--- config.mk ---
export PLATFORM = sky130hd
export DESIGN_NAME = fetch_queue_flat
export DESIGN_NICKNAME = d
export VERILOG_FILES = /design/src/rtl/fetch_queue_pkg.sv /design/src/rtl/fetch_queue_if.sv /design/src/rtl/fetch_queue_sync_fifo.sv /design/src/rtl/fetch_queue.sv /design/src/flat_wrapper.sv
export SDC_FILE = /design/constraint.sdc
export NUM_CORES = 1
export LEC_CHECK = 0
export ABC_AREA = 1
export CAP_MARGIN = 20
export CORE_MARGIN = 4
export CORE_UTILIZATION = 45
export CTS_CLUSTER_SIZE = 30
export DETAILED_ROUTE_END_ITERATION = 10
export PLACE_DENSITY = 0.76
export SKIP_CTS_REPAIR_TIMING = 1
export SLEW_MARGIN = 20
export SYNTH_ARGS = -nofsm -noshare
export SYNTH_HDL_FRONTEND = slang
export SYNTH_SLANG_ARGS = --single-unit
export TNS_END_PERCENT = 50
--- constraint.sdc ---
create_clock -name clk -period 4.9 [get_ports clk]
set_clock_uncertainty 0.1 [all_clocks]
set_input_delay 0.98 -clock clk [delete_from_list [all_inputs] [get_ports clk]]
set_output_delay 0.98 -clock clk [all_outputs]
set_load 0.005 [all_outputs]
--- src/rtl/fetch_queue_pkg.sv ---
// Shared fetch types: queue entry layout and the decoder key extraction.
package fetch_queue_pkg;
  localparam int              XLEN     = 32;
  localparam logic [XLEN-1:0] RESET_PC = '0;

  typedef struct packed {
    logic [31:0]     instr;
    logic [XLEN-1:0] pc;
    logic            fault;
  } fetch_entry_t;

  // 18-bit decode key {funct7, instr[20], funct3, opcode}; the decoder bench uses it too
  function automatic logic [17:0] make_dec_key(input logic [31:0] instr);
    return {instr[31:25], instr[20], instr[14:12], instr[6:0]};
  endfunction
endpackage

--- src/rtl/fetch_queue_if.sv ---
// Fetch-stage bus: imem request/response, redirect input and decode handshake.
// master = fetch stage, slave = memory/decode/execute environment.
interface fetch_queue_if;
  import fetch_queue_pkg::*;

  logic            imem_req_valid;
  logic            imem_req_ready;
  logic [XLEN-1:0] imem_req_addr;
  logic            imem_rsp_valid;
  logic [31:0]     imem_rsp_data;
  logic            imem_rsp_err;
  logic            redirect_valid;
  logic [XLEN-1:0] redirect_pc;
  logic            dec_valid;
  logic            dec_ready;
  logic [31:0]     dec_instr;
  logic [17:0]     dec_key;
  logic [XLEN-1:0] dec_pc;
  logic            dec_fault;

  modport master (
    output imem_req_valid, imem_req_addr,
    input  imem_req_ready, imem_rsp_valid, imem_rsp_data, imem_rsp_err,
    input  redirect_valid, redirect_pc,
    output dec_valid, dec_instr, dec_key, dec_pc, dec_fault,
    input  dec_ready
  );

  modport slave (
    input  imem_req_valid, imem_req_addr,
    output imem_req_ready, imem_rsp_valid, imem_rsp_data, imem_rsp_err,
    output redirect_valid, redirect_pc,
    input  dec_valid, dec_instr, dec_key, dec_pc, dec_fault,
    output dec_ready
  );
endinterface

--- src/rtl/fetch_queue_sync_fifo.sv ---
// Synchronous FIFO with flush; power-of-two depth, wrapping pointers plus a
// separate count so full/empty never alias. Push while full is accepted only
// together with a pop.
module sync_fifo #(
  parameter int W     = 8,
  parameter int DEPTH = 4
) (
  input  logic                     clk,
  input  logic                     rst,
  input  logic                     push_i,
  input  logic                     pop_i,
  input  logic                     flush_i,
  input  logic [W-1:0]             din_i,
  output logic [W-1:0]             dout_o,
  output logic [$clog2(DEPTH):0]   count_o,
  output logic                     empty_o
);
  localparam int            AW       = $clog2(DEPTH);
  localparam logic [AW:0]   FULL_CNT = (AW+1)'(DEPTH);

  logic [W-1:0]  mem_q [DEPTH];
  logic [AW-1:0] wptr_q, wptr_d, rptr_q, rptr_d;
  logic [AW:0]   cnt_q, cnt_d;
  logic          do_push, do_pop;

  assign do_pop  = pop_i && (cnt_q != '0);
  assign do_push = push_i && ((cnt_q != FULL_CNT) || do_pop);
  assign dout_o  = mem_q[rptr_q];
  assign count_o = cnt_q;
  assign empty_o = (cnt_q == '0);

  // pointer/count next state; flush wins over push/pop
  always_comb begin
    wptr_d = wptr_q;
    rptr_d = rptr_q;
    cnt_d  = cnt_q;
    if (flush_i) begin
      wptr_d = '0;
      rptr_d = '0;
      cnt_d  = '0;
    end else begin
      if (do_push) wptr_d = wptr_q + AW'(1);
      if (do_pop)  rptr_d = rptr_q + AW'(1);
      case ({do_push, do_pop})
        2'b10:   cnt_d = cnt_q + (AW+1)'(1);
        2'b01:   cnt_d = cnt_q - (AW+1)'(1);
        default: cnt_d = cnt_q;
      endcase
    end
  end

  // pointer/count registers
  always_ff @(posedge clk) begin
    if (rst) begin
      wptr_q <= '0;
      rptr_q <= '0;
      cnt_q  <= '0;
    end else begin
      wptr_q <= wptr_d;
      rptr_q <= rptr_d;
      cnt_q  <= cnt_d;
    end
  end

  // storage needs no reset; entries are only visible through count
  always_ff @(posedge clk) begin
    if (do_push && !flush_i) mem_q[wptr_q] <= din_i;
  end
endmodule

--- src/rtl/fetch_queue.sv ---
// Instruction fetch queue: owns the PC, issues word fetches under a credit
// limit so the queue can never overflow, buffers responses and hands them to
// decode. Redirects flush the queue and drop all older in-flight responses.
// Optional: FETCH_STALL_CNT_EN adds a saturating stall_cnt output counting
// cycles where decode is ready but the queue is empty.
module fetch_queue #(
  parameter int                 XLEN     = fetch_queue_pkg::XLEN,
  parameter int                 DEPTH    = 4,
  parameter logic [XLEN-1:0]    RESET_PC = fetch_queue_pkg::RESET_PC
) (
  input  logic          clk,
  input  logic          rst,
  fetch_queue_if.master bus
`ifdef FETCH_STALL_CNT_EN
  ,
  output logic [31:0]   stall_cnt
`endif
);
  import fetch_queue_pkg::*;

  localparam int             AW      = $clog2(DEPTH);
  localparam int             CW      = AW + 1;
  localparam logic [CW:0]    DEPTH_W = (CW+1)'(DEPTH);

  fetch_entry_t    push_ent, head_ent;
  logic [AW:0]     fifo_cnt;
  logic            fifo_empty;
  logic [XLEN-1:0] pc_q, pc_d, rsp_pc_q, rsp_pc_d, redir_pc;
  logic [AW:0]     out_q, out_d, disc_q, disc_d;
  logic            req_fire, rsp_push, dec_pop;

  assign redir_pc = {bus.redirect_pc[XLEN-1:2], 2'b00};

  // credit: queued + in flight must stay below DEPTH
  assign bus.imem_req_valid = !rst && !bus.redirect_valid &&
                              (({1'b0, fifo_cnt} + {1'b0, out_q}) < DEPTH_W);
  assign bus.imem_req_addr  = pc_q;
  assign req_fire = bus.imem_req_valid && bus.imem_req_ready;
  assign rsp_push = bus.imem_rsp_valid && (disc_q == '0) && !bus.redirect_valid;
  assign dec_pop  = bus.dec_valid && bus.dec_ready && !bus.redirect_valid;

  // responses return in order, so the PC of the next kept response is a counter
  assign push_ent = '{instr: bus.imem_rsp_data, pc: rsp_pc_q, fault: bus.imem_rsp_err};

  sync_fifo #(.W($bits(fetch_entry_t)), .DEPTH(DEPTH)) u_iq (
    .clk     (clk),
    .rst     (rst),
    .push_i  (rsp_push),
    .pop_i   (dec_pop),
    .flush_i (bus.redirect_valid),
    .din_i   (push_ent),
    .dout_o  (head_ent),
    .count_o (fifo_cnt),
    .empty_o (fifo_empty)
  );

  assign bus.dec_valid = !fifo_empty;
  assign bus.dec_instr = bus.dec_valid ? head_ent.instr : '0;
  assign bus.dec_pc    = bus.dec_valid ? head_ent.pc    : '0;
  assign bus.dec_fault = bus.dec_valid && head_ent.fault;
  assign bus.dec_key   = make_dec_key(bus.dec_instr);

  // PC, response-PC, outstanding and discard next state; redirect has priority
  always_comb begin
    pc_d     = pc_q;
    rsp_pc_d = rsp_pc_q;
    out_d    = out_q;
    disc_d   = disc_q;
    if (bus.redirect_valid) begin
      pc_d     = redir_pc;
      rsp_pc_d = redir_pc;
      out_d    = out_q - CW'(bus.imem_rsp_valid);
      disc_d   = out_d;
    end else begin
      if (req_fire) pc_d     = pc_q + XLEN'(4);
      if (rsp_push) rsp_pc_d = rsp_pc_q + XLEN'(4);
      out_d = out_q + CW'(req_fire) - CW'(bus.imem_rsp_valid);
      if (bus.imem_rsp_valid && (disc_q != '0)) disc_d = disc_q - CW'(1);
    end
  end

  // fetch state registers
  always_ff @(posedge clk) begin
    if (rst) begin
      pc_q     <= {RESET_PC[XLEN-1:2], 2'b00};
      rsp_pc_q <= {RESET_PC[XLEN-1:2], 2'b00};
      out_q    <= '0;
      disc_q   <= '0;
    end else begin
      pc_q     <= pc_d;
      rsp_pc_q <= rsp_pc_d;
      out_q    <= out_d;
      disc_q   <= disc_d;
    end
  end

`ifdef FETCH_STALL_CNT_EN
  logic [31:0] stall_q;
  assign stall_cnt = stall_q;

  // saturating count of decode-starved cycles; survives redirects
  always_ff @(posedge clk) begin
    if (rst) stall_q <= '0;
    else if (bus.dec_ready && !bus.dec_valid && (stall_q != '1)) stall_q <= stall_q + 32'd1;
  end
`endif
endmodule

--- src/flat_wrapper.sv ---
// flat-port wrapper written by rule: the top's interface ports become plain ports
module fetch_queue_flat import fetch_queue_pkg::*;
#(
  parameter int                 XLEN     = fetch_queue_pkg::XLEN,
  parameter int                 DEPTH    = 4,
  parameter logic [XLEN-1:0]    RESET_PC = fetch_queue_pkg::RESET_PC
)
  (clk, rst, bus_imem_req_valid, bus_imem_req_addr, bus_imem_req_ready, bus_imem_rsp_valid, bus_imem_rsp_data, bus_imem_rsp_err, bus_redirect_valid, bus_redirect_pc, bus_dec_valid, bus_dec_instr, bus_dec_key, bus_dec_pc, bus_dec_fault, bus_dec_ready);
  fetch_queue_if bus_i ();
  input  logic clk;
  input  logic rst;
  output wire logic [$bits(bus_i.imem_req_valid)-1:0] bus_imem_req_valid;
  output wire logic [$bits(bus_i.imem_req_addr)-1:0] bus_imem_req_addr;
  input wire logic [$bits(bus_i.imem_req_ready)-1:0] bus_imem_req_ready;
  input wire logic [$bits(bus_i.imem_rsp_valid)-1:0] bus_imem_rsp_valid;
  input wire logic [$bits(bus_i.imem_rsp_data)-1:0] bus_imem_rsp_data;
  input wire logic [$bits(bus_i.imem_rsp_err)-1:0] bus_imem_rsp_err;
  input wire logic [$bits(bus_i.redirect_valid)-1:0] bus_redirect_valid;
  input wire logic [$bits(bus_i.redirect_pc)-1:0] bus_redirect_pc;
  output wire logic [$bits(bus_i.dec_valid)-1:0] bus_dec_valid;
  output wire logic [$bits(bus_i.dec_instr)-1:0] bus_dec_instr;
  output wire logic [$bits(bus_i.dec_key)-1:0] bus_dec_key;
  output wire logic [$bits(bus_i.dec_pc)-1:0] bus_dec_pc;
  output wire logic [$bits(bus_i.dec_fault)-1:0] bus_dec_fault;
  input wire logic [$bits(bus_i.dec_ready)-1:0] bus_dec_ready;
  assign bus_imem_req_valid = bus_i.imem_req_valid;
  assign bus_imem_req_addr = bus_i.imem_req_addr;
  assign bus_i.imem_req_ready = bus_imem_req_ready;
  assign bus_i.imem_rsp_valid = bus_imem_rsp_valid;
  assign bus_i.imem_rsp_data = bus_imem_rsp_data;
  assign bus_i.imem_rsp_err = bus_imem_rsp_err;
  assign bus_i.redirect_valid = bus_redirect_valid;
  assign bus_i.redirect_pc = bus_redirect_pc;
  assign bus_dec_valid = bus_i.dec_valid;
  assign bus_dec_instr = bus_i.dec_instr;
  assign bus_dec_key = bus_i.dec_key;
  assign bus_dec_pc = bus_i.dec_pc;
  assign bus_dec_fault = bus_i.dec_fault;
  assign bus_i.dec_ready = bus_dec_ready;
  fetch_queue #(.XLEN(XLEN), .DEPTH(DEPTH), .RESET_PC(RESET_PC)) u_core (.clk(clk), .rst(rst), .bus(bus_i));
endmodule
After elaboration in Yosys (flattened, before gate mapping)
Memories as Yosys holds them, arrays and structs flattened. A register that Yosys moved wholly into a read port is not among the register bits.
Cells that the tools add are included.

word-level totals
  output and inout bits = 117
  RAM bits = 260
  input port bits = 71
  word-level logic and storage cells = 64
  register bits after elaboration = 77
  memories kept = 1

memories
  memory             depth  bits a word  rd ports  clocked after Yosys merged registers in  wr ports  RTL line                     text
  u_core.u_iq.mem_q  4      65           1         1                                        1         fetch_queue_sync_fifo.sv:21  logic [W-1:0] mem_q [DEPTH];

operators by class
  multiplexer cells = 14
  equal/unequal tests = 3
  $add $sub $neg = 11
  $lt $le $gt $ge = 1
  reductions and logical operators = 25

operators by type and width
  kind                     number
  $mux W32                 6
  $add A32 B3 Y32 const B  2
  $logic_and A1 B1 Y1      12
  $mux W3                  3
  $reduce_bool A2 Y1       4
  $logic_not A3 Y1         2
  $pmux W3 S2              1
  $reduce_bool A3 Y1       2
  $sub A3 B1 Y3            2
  $sub A3 B1 Y3 const B    2
  $add A2 B1 Y2 const B    2
  $add A3 B3 Y4            1
  $lt A4 B3 Y1 const B     1
  $mux W2                  2
  $add A3 B1 Y3            1
  $add A3 B1 Y3 const B    1
  $logic_not A1 Y1         3
  $ne A3 B3 Y1 const B     1
  $eq A2 B1 Y1 const B     1
  $eq A2 B2 Y1 const B     1
  $mux W1                  2
  $reduce_or A2 Y1         1
  $logic_or A1 B1 Y1       1

Depth between registers and ports, before layout
Gate-level depths: netlist of run 1.

  word-level depth = 10
  gate-level depth with buffers = 12
  depth with buffers taken out = 12

Modules after synthesis
Synthesis of run 1 repeated with hierarchy kept, for this count alone.

unflattened totals
  cell total of the unflattened synthesis = 1,655
  area total of the unflattened synthesis = 15,803.9 sq um

by module, submodules not included
  module       area each (sq um)  sequential area each (sq um)  cells each  times used
  sync_fifo    10,446.3           7,987.7                       696         1
  fetch_queue  5,357.6            1,321.3                       959         1

Worst setup path before layout of run 1
No wires, ideal clock.

  path kind = input -> register
  start point = input bus_redirect_valid
  end point = memory u_core.u_iq.mem_q[0][0] (netlist bit), enable pin
  path buffers = 1
  library setup time = 484 ps
  stages = 6
  data required time = 4,316 ps
  data arrival time = 4,253 ps
  path slack = 63 ps
  path through = buf_2 -> inv_2 -> nand3_1 -> inv_2 -> o21ai_4 -> nor2_1

between the ends
  word-level cells in the longest chain between the ends = 8
  elaborated cells on any way between the ends = 9
  classes of those cells = mux (2); reduce/logical (7)

RTL lines
  what                             RTL line                                                           text
  from (decl)                      flat_wrapper.sv:18                                                 input wire logic [$bits(bus_i.redirect_valid)-1:0] bus_redirect_valid;
  $logic_not A1 Y1 *               fetch_queue_sync_fifo.sv:67, fetch_queue.sv:39, fetch_queue.sv:40
  $logic_and A1 B1 Y1              fetch_queue.sv:40                                                  assign dec_pop = bus.dec_valid && bus.dec_ready && !bus.redirect_valid;
  $logic_and A1 B1 Y1              fetch_queue_sync_fifo.sv:26                                        assign do_pop = pop_i && (cnt_q != '0);
  $logic_or A1 B1 Y1               fetch_queue_sync_fifo.sv:27                                        assign do_push = push_i && ((cnt_q != FULL_CNT) || do_pop);
  $logic_and A1 B1 Y1              fetch_queue_sync_fifo.sv:27
  $logic_and A1 B1 Y1 *            fetch_queue_sync_fifo.sv:67                                        if (do_push && !flush_i) mem_q[wptr_q] <= din_i;
  $mux W1 *                        fetch_queue_sync_fifo.sv:67
  $mux W1 (implied by the code) *  fetch_queue_sync_fifo.sv:67
  to (decl)                        fetch_queue_sync_fifo.sv:21

Mark *: on every way between the ends. The rest lies on a longest branch, timed or not.

==> summary.md, run 1 <==
| Metric | Value |
|---|---|
| Commonest non-fill, non-tap cell in the layout | nor2_1 |
| TritonCTS clock tree | built |
| Sequential fraction of the synthesis area | approximately 60% |
| DRC | 0 |
| Port bufs | 181 |
| Worst hold path type | register to register |
| Clock slew at reported path FFs | 0.06 ns |
| First-pass GRT wire length | 59.04 mm |
| Netlist cell types | 39 |
| Vias in the first global route | ~11,000 |
| Die extent in x | 189.3 microns |
| PD cells | 346.9 nW/um^2 |
| Largest net degree at the start of global routing | 69 |
| Final WL | 37.87 mm |
| Synth top area share | 51.18% |
| Final hold vios | 0 |
| Reg-to-reg critical path startpoint | u_core.u_iq.count_o[2] |
| Net count, final | 1,813 |
| Final GP Congestion | roughly 0.86 |
| Share of layout cells above drive strength 1 | 5.879% |
| Hold WS | 0.3856 ns |
| Yosys warns | 0 |
| Pre-CTS WS | 1.095 ns |
| Worst R2R Setup Slack | 2.15 ns |
| Drt pass-1 iters | 8 |
| RR Endpoint | u_core.u_iq.mem_q[0][30] |
| Final worst setup slack | 0.8436 ns |
| Initial DRC count | between 900 and 1,000 |
| Hold_sp | u_core.u_iq.rptr_q[0] |
| Inserted Clock Buffers | 35 |
| RSZ-0062 raised after global routing | false |
| GR Overflow Total | 0 |
| Clock Path Buffers | 3 |
| Routed length per instance | 17.26 microns |
| Max-cap violation count | 0 |
| Seq cells post-synth | about 330 |
| Routed Antenna Nets | 0 |
| Worst Path Class, Setup | register to output pin |
| Via count | 11,660 |
| Clock root cell | clkbuf_16 |
| Startpoint Class | register |
| Final min period | about 4 ns |
| WHS Endpoint | u_core.u_iq.rptr_q[0] |
| Mapped cell area | 14,780 sq um |
| FP Rows | 66 |
| # IOs | 188 |
| GRT Total Usage | around 20% |
| Period utilization | approximately 83% |
| Crit path arrival time | 2.98 ns |
| VDD IR max | 0.2250 mV |
| Die span in y | between 150 and 200 microns |
| Htree depth | 2 |
| Max Fclk | between 200 and 250 MHz |
| Filler cells | roughly 2,800 |
| Synthesized instance count | 1,573 |
| Maximum fanout along the worst path | 61 |
| Antenna diodes | 0 |
| Max-slew violations | 0 |
| Avg Cell Area, Syn | 9.399 sq um |
| Detail Placement HPWL | 24.03 mm |
| Clock Sink Count | 327 |
| Core area | 32,450 sq um |
| Initial Util | 45.55% |
| Worst reg-to-reg path cell count | 8 |
| Top post-synthesis cells by area | edfxtp_1 (51%), dfxtp_1 (10%), nor2_1 (8.4%) |
| Initial antenna violation count | 1 |
| Via-to-Cell Ratio | 5.312 |
| Die ar. | between 30,000 and 40,000 sq um |
| Worst skew pair latency | 0.51 ns |
| Crit path required time | 3.82 ns |
| Setup TNS | 0 ns |
| Hold depth | 1 |
| Status | complete, no violations |
| Most frequent cells in the layout | nor2_1 (326), edfxtp_1 (252), nand2_1 (228), o21ai_0 (184), clkdlybuf4s50_1 (181) |
| Leakage | 6.357 nW |
| Measured slew at the worst slew-check pin | 0.8643 ns |
| Worst setup EP type | output pin |
| Cell taking the most area after synthesis | edfxtp_1 |
| Final setup viols | 0 |
| Syn-to-layout area delta | 22.46% |
| Slew HR | 42.38% |
-- flip-flops by register name, indices dropped and copies added (netlist names), named ones only --
register	cells
u_core.u_iq.rptr_q	2
u_core.bus.imem_req_addr	30
u_core.out_q	3
u_core.disc_q	3
u_core.u_iq.wptr_q	2
u_core.u_iq.mem_q	252
u_core.u_iq.count_o	3
u_core.rsp_pc_q	30
-- through the flow --
stage          power, W  cell area [sq um]  util (%)  std cells
6_report       0.006280              18100     55.79       2194
5_1_grt        0.006514              18100     55.79       2194
4_1_cts        0.006321              18100     55.79       2194
3_5_place_dp   0.003774              16990     52.34       2131
3_3_place_gp   0.003755              16990     52.34       2131
2_1_floorplan  0.003486              14800         -       1576
-- final cells by class --
type / instances / area (sq um) / share of cell area, %
multi-input combinational: 1041 / 4867 / 26.88
tap: 442 / 553.0 / 3.055
inverter: 119 / 446.7 / 2.467
sequential: 327 / 9074 / 50.12
clock inverter: 22 / 211.5 / 1.168
clock buffer: 41 / 908.4 / 5.017
timing repair buffer: 202 / 2044 / 11.29
-- synthesized netlist by cell type, drive strengths merged --
cell type and count:
a21oi 118, a31oi 12, and3 1, buf 44, clkbuf 45, clkinv 1, conb 1, dfxtp 75
edfxtp 252, fa 2, ha 14, inv 118, nand2 230, nand3 66, nand3b 1, nand4 13
nor2 339, nor3 23, o211ai 4, o21a 1, o21ai 189, o21bai 1, o22ai 4, o32ai 1
or2 3, xnor2 4, xor2 11
-- where the power goes --
part	internal [W]	switching, W
combinational	0.000250	0.000310
sequential	0.00308	0.0000837
clock	0.00150	0.00106
-- worst max path at each step --
stage,start,endpoint,slack (ns),depth (start not counted)
2_1_floorplan,bus_redirect_valid,u_core.u_iq.mem_q[0][0],0.06,6
3_3_place_gp,bus_redirect_valid,bus_imem_req_valid,1.09,7
3_5_place_dp,bus_redirect_valid,bus_imem_req_valid,1.10,7
4_1_cts,register,bus_dec_pc[18],0.84,6
5_1_grt,register,bus_dec_pc[18],0.70,6
6_report,register,bus_dec_pc[18],0.84,6
-- critical path: stages, from the launching register on --
cell and delay (ns):
dfxtp_4 0.77, buf_4 0.42, nor2_1 0.09, nor2_1 0.12, o21ai_0 0.15, a21oi_1 0.28
clkdlybuf4s50_1 0.57
-- kinds of logic after synthesis --
logic type	count (synthesis)	synth area share [%]
simple gates	676	18.76
flops	327	61.34
compound gates	330	11.51
buf+inv	208	6.017
other cells	1	0.02536
xor+xnor	15	0.8886
fa+ha+maj	16	1.456
-- routing by layer --
layer,share of wire [%],GRT usage [%],vias to the layer above
li1,-,-,5612
met1,43,28.62,5470
met2,46,33.17,508
met3,8.8,3.779,65
met4,2.1,5.509,0
met5,0,0,-
(Power assumes the default switching activity.)
==> run 2: changes to the inputs <==
==> constraint.sdc (replaced) <==
create_clock -name clk -period 3.6 [get_ports clk]
set_clock_uncertainty 0.1 [all_clocks]
set_input_delay 0.72 -clock clk [delete_from_list [all_inputs] [get_ports clk]]
set_output_delay 0.72 -clock clk [all_outputs]
set_load 0.005 [all_outputs]
==> run 2 against run 1 <==
Against the previous run: cell count about the same; combinational power up 37%; die area unchanged; total power up 34%; register-to-register slack worse by 1.1 ns; flip-flop and latch count unchanged; core utilization up 0.050 points; clock power up 31%; critical path type unchanged; highest routed layer unchanged.
==> summary.md, run 2 (synthesis gave the netlist of run 1 again) <==
| Metric | Value |
|---|---|
| Largest net degree at the start of global routing | 85 (was 69) |
| Initial Util | 45.55% (unchanged) |
| Clock root cell | clkbuf_16 (unchanged) |
| Number of flip-flops in the largest register | 252 (unchanged) |
| TritonCTS clock tree | built (unchanged) |
| Htree depth | 2 (unchanged) |
| Drt pass-1 iters | 5 (was 8) |
| Final setup viols | 0 (unchanged) |
| Max-cap violation count | 0 (unchanged) |
| Final GP Congestion | 0.8893 (was 0.8634) |
| Reg-to-reg critical path startpoint | u_core.disc_q[0] (was u_core.u_iq.count_o[2]) |
| Slew HR | 38.08% (was 42.38%) |
| Startpoint Class | register (unchanged) |
| Most frequent cells in the layout | nor2_1 (326), edfxtp_1 (252), nand2_1 (228), o21ai_0 (184), clkdlybuf4s50_1 (181) (unchanged) |
| PD cells | 465.0 nW/um^2 (was 346.9 nW/um^2) |
| Initial antenna violation count | 0 (was 1) |
| DRC | 0 (unchanged) |
| Die span in y | 189.3 microns (unchanged) |
| Period utilization | between 90% and 100% |
| Worst Path Class, Setup | register to output pin (unchanged) |
| Filler cells | 2,750 (was 2,762) |
| Inserted Clock Buffers | 34 (was 35) |
| Max Fclk | roughly 300 MHz |
| Storage element area | 9076 sq um (was 9074 sq um) |
| Non-Filler Instances | 2,193 (was 2,194) |
| Final hold vios | 0 (unchanged) |
| Worst setup EP type | output pin (unchanged) |
| Hold depth | 1 (unchanged) |
| Commonest non-fill, non-tap cell in the layout | nor2_1 (unchanged) |
| Max-slew violations | 0 (unchanged) |
| Final WL | 37.11 mm (was 37.87 mm) |
| # IOs | 188 (unchanged) |
| Clock Sink Count | 327 (unchanged) |
| RR Endpoint | u_core.u_iq.mem_q[1][30] (was u_core.u_iq.mem_q[0][30]) |
| Core area | 32,450 sq um (unchanged) |
| Crit path arrival time | 2.54 ns (was 2.98 ns) |
| Top reg by flops | u_core.u_iq.mem_q (unchanged) |
| FP Rows | 66 (unchanged) |
| First-pass GRT wire length | 58.48 mm (was 59.04 mm) |
| Crit path required time | 2.78 ns (was 3.82 ns) |
| Worst skew pair latency | 0.51 ns (about the same) |
| Worst reg-to-reg path cell count | 7 (was 8) |
| Hold_sp | u_core.u_iq.rptr_q[0] (unchanged) |
| Clock Path Buffers | 3 (unchanged) |
| Worst R2R Setup Slack | 1.02 ns (was 2.15 ns) |
| Via count | 11,580 (was 11,660) |
| Routed Antenna Nets | 0 (unchanged) |
| Net count, final | 1,815 (was 1,813) |
| GR Overflow Total | 0 (unchanged) |
| VDD IR max | 0.2901 mV (was 0.2250 mV) |
| RSZ-0062 raised after global routing | false (unchanged) |
| Routed length per instance | 16.92 microns (was 17.26 microns) |
| Port bufs | 181 (unchanged) |
| Detail Placement HPWL | 23.90 mm (was 24.03 mm) |
| Maximum fanout along the worst path | 28 (was 61) |
| GRT Total Usage | 20.16% (was 20.45%) |
| Die ar. | 35,820 sq um (unchanged) |
| Initial DRC count | 885 (was 923) |
| Leakage | 6.369 nW (was 6.357 nW) |
| Die extent in x | 189.3 microns (unchanged) |
| Measured slew at the worst slew-check pin | 0.9266 ns (was 0.8643 ns) |
| Share of layout cells above drive strength 1 | 6.054% (was 5.879%) |
| Vias in the first global route | 11,250 (was 11,420) |
| Clock slew at reported path FFs | 0.06 ns (about the same) |
| Antenna diodes | 0 (unchanged) |
| Final min period | roughly 3.4 ns |
| Syn-to-layout area delta | 22.57% (was 22.46%) |
| Status | complete, no violations (unchanged) |
| Placed insts | 2,133 (was 2,131) |
| Via-to-Cell Ratio | 5.278 (was 5.312) |
| Area of the multi-input gates | 4867 sq um (unchanged) |
| Worst hold path type | register to register (unchanged) |
| Final core utilization | 55.84% (was 55.79%) |
run 2: cell types whose count changed in the layout (fill, tap and decap cells not counted), sizes merged:
cell / change
clkinv: -4
buf: +3
bufinv: -1
clkbuf: +1
clkinvlp: -1
inv: +1
run 2: worst max-delay path by stage:
stage / startpoint / to / cells after the start
global route: register / bus_dec_instr[12] / 6
global placement: bus_redirect_valid / u_core.out_q[1] / 11
CTS: register / bus_dec_instr[12] / 6
floorplan: bus_redirect_valid / u_core.u_iq.mem_q[0][0] / 6
detailed placement: bus_redirect_valid / u_core.u_iq.mem_q[1][33] / 7
finish: register / bus_dec_instr[12] / 6
run 2: final cells by class:
| type | count | share of cell area (%) |
|---|---|---|
| repair buffers | 205 | 11.66 |
| multi-input cells | 1041 | 26.86 |
| flip-flops and latches | 327 | 50.09 |
| clock buffers | 42 | 5.033 |
| inverters | 119 | 2.465 |
| clock inverters | 17 | 0.8493 |
| well taps | 442 | 3.052 |
run 2: metal layers:
metal  share of wire [%]  wire [microns]  vias to the layer above  GRT usage, %
met5                   0               0                        -             0
li1                    -               -                     5618             -
met4                 2.3             870                        0         5.927
met2                  46           16960                      510         32.60
met3                 8.2            3049                       75         3.171
met1                  44           16230                     5372         28.44
run 2: power by group:
group / switching [W] / total (W) / internal, W / leakage (nW)
Clock: 0.00140 / 0.00336 / 0.00196 / 0.521
Sequential: 0.000113 / 0.00430 / 0.00419 / 2.94
Combinational: 0.000423 / 0.000765 / 0.000342 / 2.91
Total: 0.00194 / 0.00843 / 0.00649 / 6.37
run 2: metrics by stage:
step / hold WS, ns / setup TNS [ns] / setup WS [ns] / area (sq um) / power (W)
after global placement: 0.3523 / 0 / 0.3030 / 17030 / 0.005112
after floorplan: 0.3357 / -246.23 / -0.9771 / 14800 / 0.004745
after detailed placement: 0.3760 / 0 / 0.2819 / 17030 / 0.005131
after CTS: 0.3869 / 0 / 0.07056 / 18090 / 0.008470
final: 0.3962 / 0 / 0.2392 / 18120 / 0.008426
after global routing: 0.4364 / 0 / 0.08967 / 18120 / 0.008751
run 2: worst max-delay path, stage by stage (launching register included):
cell and delay (ns):
dfxtp_4 0.60, buf_4 0.28, nor2_1 0.07, nor2_1 0.08, o21ai_0 0.10, a21oi_1 0.31
clkdlybuf4s50_1 0.58
==> run 3: changes to the inputs <==
--- a/config.mk
+++ b/config.mk
@@ -7,7 +7,7 @@
 export LEC_CHECK = 0
 export ABC_AREA = 1
 export CAP_MARGIN = 20
-export CORE_MARGIN = 4
+export CORE_MARGIN = 5
 export CORE_UTILIZATION = 45
 export CTS_CLUSTER_SIZE = 30
 export DETAILED_ROUTE_END_ITERATION = 10
==> run 3 against run 2 <==
Against the previous run: design area barely moved; die area is 2.1% higher; sequential share of layout area barely moved; count of clock-buffer cells in the layout grew 6; total power down 0.75%; non-clock buffer count rose by 1; first-iteration DRC count up 0.79%; cell count up 0.18%; global-route usage about the same; register-to-register slack better by 0.08 ns; critical path type unchanged; critical endpoint is now bus_dec_pc[30]; highest routed layer is now met5.
==> summary.md, run 3 (synthesis gave the netlist of run 1 again) <==
| Metric | Value |
|---|---|
| Commonest non-fill, non-tap cell in the layout | nor2_1 (unchanged) |
| GRT Total Usage | 20.19% (was 20.16%) |
| Drt pass-1 iters | 5 (unchanged) |
| Final min period | 3.388 ns (was 3.361 ns) |
| Max-slew violations | 0 (unchanged) |
| Period utilization | 94.12% (was 93.35%) |
| Worst hold path type | register to register (unchanged) |
| Reg-to-reg critical path startpoint | u_core.disc_q[0] (unchanged) |
| Measured slew at the worst slew-check pin | 0.9987 ns (was 0.9266 ns) |
| Hold_sp | u_core.u_iq.rptr_q[1] (was u_core.u_iq.rptr_q[0]) |
| Clock root cell | clkbuf_16 (unchanged) |
| VDD IR max | 0.2677 mV (was 0.2901 mV) |
| Final worst setup slack | 0.2117 ns (was 0.2392 ns) |
| Net count, final | 1,817 (was 1,815) |
| Number of flip-flops in the largest register | 252 (unchanged) |
| Routed Antenna Nets | 0 (unchanged) |
| Via count | 11,580 (about the same) |
| Worst skew pair latency | 0.51 ns (about the same) |
| Max-cap violation count | 0 (unchanged) |
| Routed length per instance | 17.03 microns (was 16.92 microns) |
| Syn-to-layout area delta | 22.46% (was 22.57%) |
| DRC | 0 (unchanged) |
| Slew HR | 33.26% (was 38.08%) |
| Vias in the first global route | 11,200 (was 11,250) |
| Max Fclk | 295.1 MHz (was 297.6 MHz) |
| Inserted Clock Buffers | 35 (was 34) |
| Crit path arrival time | 2.57 ns (was 2.54 ns) |
| Htree depth | 2 (unchanged) |
| Placed insts | 2,135 (was 2,133) |
| Top reg by flops | u_core.u_iq.mem_q (unchanged) |
| TritonCTS clock tree | built (unchanged) |
| Core area | 32,450 sq um (unchanged) |
| Die extent in x | 191.3 microns (was 189.3 microns) |
| Non-Filler Instances | 2,197 (was 2,193) |
| Final GP Congestion | 0.8800 (was 0.8893) |
| Pre-CTS WS | 0.3038 ns (was 0.2819 ns) |
| Largest net degree at the start of global routing | 65 (was 85) |
| GR Overflow Total | 0 (unchanged) |
| Share of layout cells above drive strength 1 | 5.698% (was 6.054%) |
| Crit path required time | 2.78 ns (about the same) |
| Maximum fanout along the worst path | 58 (was 28) |
| PD cells | 461.9 nW/um^2 (was 465.0 nW/um^2) |
| Final setup viols | 0 (unchanged) |
| # IOs | 188 (unchanged) |
| Initial Util | 45.55% (unchanged) |
| Initial DRC count | 892 (was 885) |
| Status | complete, no violations (unchanged) |
| Clock Path Buffers | 3 (unchanged) |
| Leakage | 6.353 nW (was 6.369 nW) |
| FP Rows | 66 (unchanged) |
| Final hold vios | 0 (unchanged) |
| First-pass GRT wire length | 58.97 mm (was 58.48 mm) |
| Die ar. | 36,580 sq um (was 35,820 sq um) |
| Die span in y | 191.3 microns (was 189.3 microns) |
| Detail Placement HPWL | 24.74 mm (was 23.90 mm) |
| Startpoint Class | register (unchanged) |
| Clock Sink Count | 327 (unchanged) |
| Worst setup EP type | output pin (unchanged) |
| Initial antenna violation count | 1 (was 0) |
| Clock slew at reported path FFs | 0.06 ns (about the same) |
| Antenna diodes | 0 (unchanged) |
| Most frequent cells in the layout | nor2_1 (326), edfxtp_1 (252), nand2_1 (228), o21ai_0 (184), clkdlybuf4s50_1 (181) (unchanged) |
| Worst Path Class, Setup | register to output pin (unchanged) |
| Via-to-Cell Ratio | 5.270 (was 5.278) |
| Port bufs | 181 (unchanged) |
| Filler cells | 2,778 (was 2,750) |
| Final core utilization | 55.79% (was 55.84%) |
| Final WL | 37.41 mm (was 37.11 mm) |
| RSZ-0062 raised after global routing | false (unchanged) |
## run 3: cell count changes in the layout (fill, tap and decap cells not counted), moves of 2 or more
cell,previous run,this run
clkinv_1,4,8
clkinv_2,6,2
clkinv_4,2,0
clkbuf_1,6,12
clkinv_8,0,2
## run 3: routing by layer
layer  share of wire (%)  track usage [%]  vias up  wire length, microns
li1                    -                -     5614                     -
met1                  42            27.94     5432                 15860
met2                  46            32.82      466                 17380
met3                 8.7            3.817       65                  3241
met4                 2.5            5.580        2                   921
met5               0.019                0        -                     7
## run 3: worst max-delay path, cell delays in order (launching register included)
cell and delay [ns]:
dfxtp_4 0.53, buf_12 0.29, nor2_1 0.08, nor2_1 0.08, o21ai_0 0.08, a21oi_1 0.37, clkdlybuf4s50_1 0.59
## run 3: final cells by class
class                      count  area, sq um  share of cell area, %
inverter                     119        446.7                  2.467
timing repair buffer         206         2112                  11.67
clock inverter                14        117.6                 0.6496
clock buffer                  48        934.6                  5.162
multi-input combinational   1041         4867                  26.88
sequential                   327         9074                  50.12
tap                          442        553.0                  3.055
## run 3: per-stage QoR
stage	hold slack (ns)	power, W	TNS [ns]	cell area, sq um
5_1_grt	0.3983	0.008675	0	18100
2_1_floorplan	0.3357	0.004745	-246.23	14800
6_report	0.3571	0.008363	0	18100
4_1_cts	0.3534	0.008426	0	18100
3_3_place_gp	0.3402	0.005119	0	17050
3_5_place_dp	0.3482	0.005143	0	17050
## run 3: path summary, 6_finish.rpt
| check | depth (start not counted) | to | slack [ns] |
|---|---|---|---|
| max reg2reg | 7 | u_core.u_iq.mem_q[0][52] | 1.10 |
| min reg2reg | 2 | register | 0.36 |
| max | 6 | bus_dec_pc[30] | 0.21 |
| min | 2 | register | 0.36 |
## run 3: report_power, final
group          total (W)  switching (W)  leakage, nW  internal [W]
registers        0.00430       0.000112         2.94       0.00419
clock network    0.00330        0.00139        0.506       0.00190
logic           0.000765       0.000422         2.91      0.000343
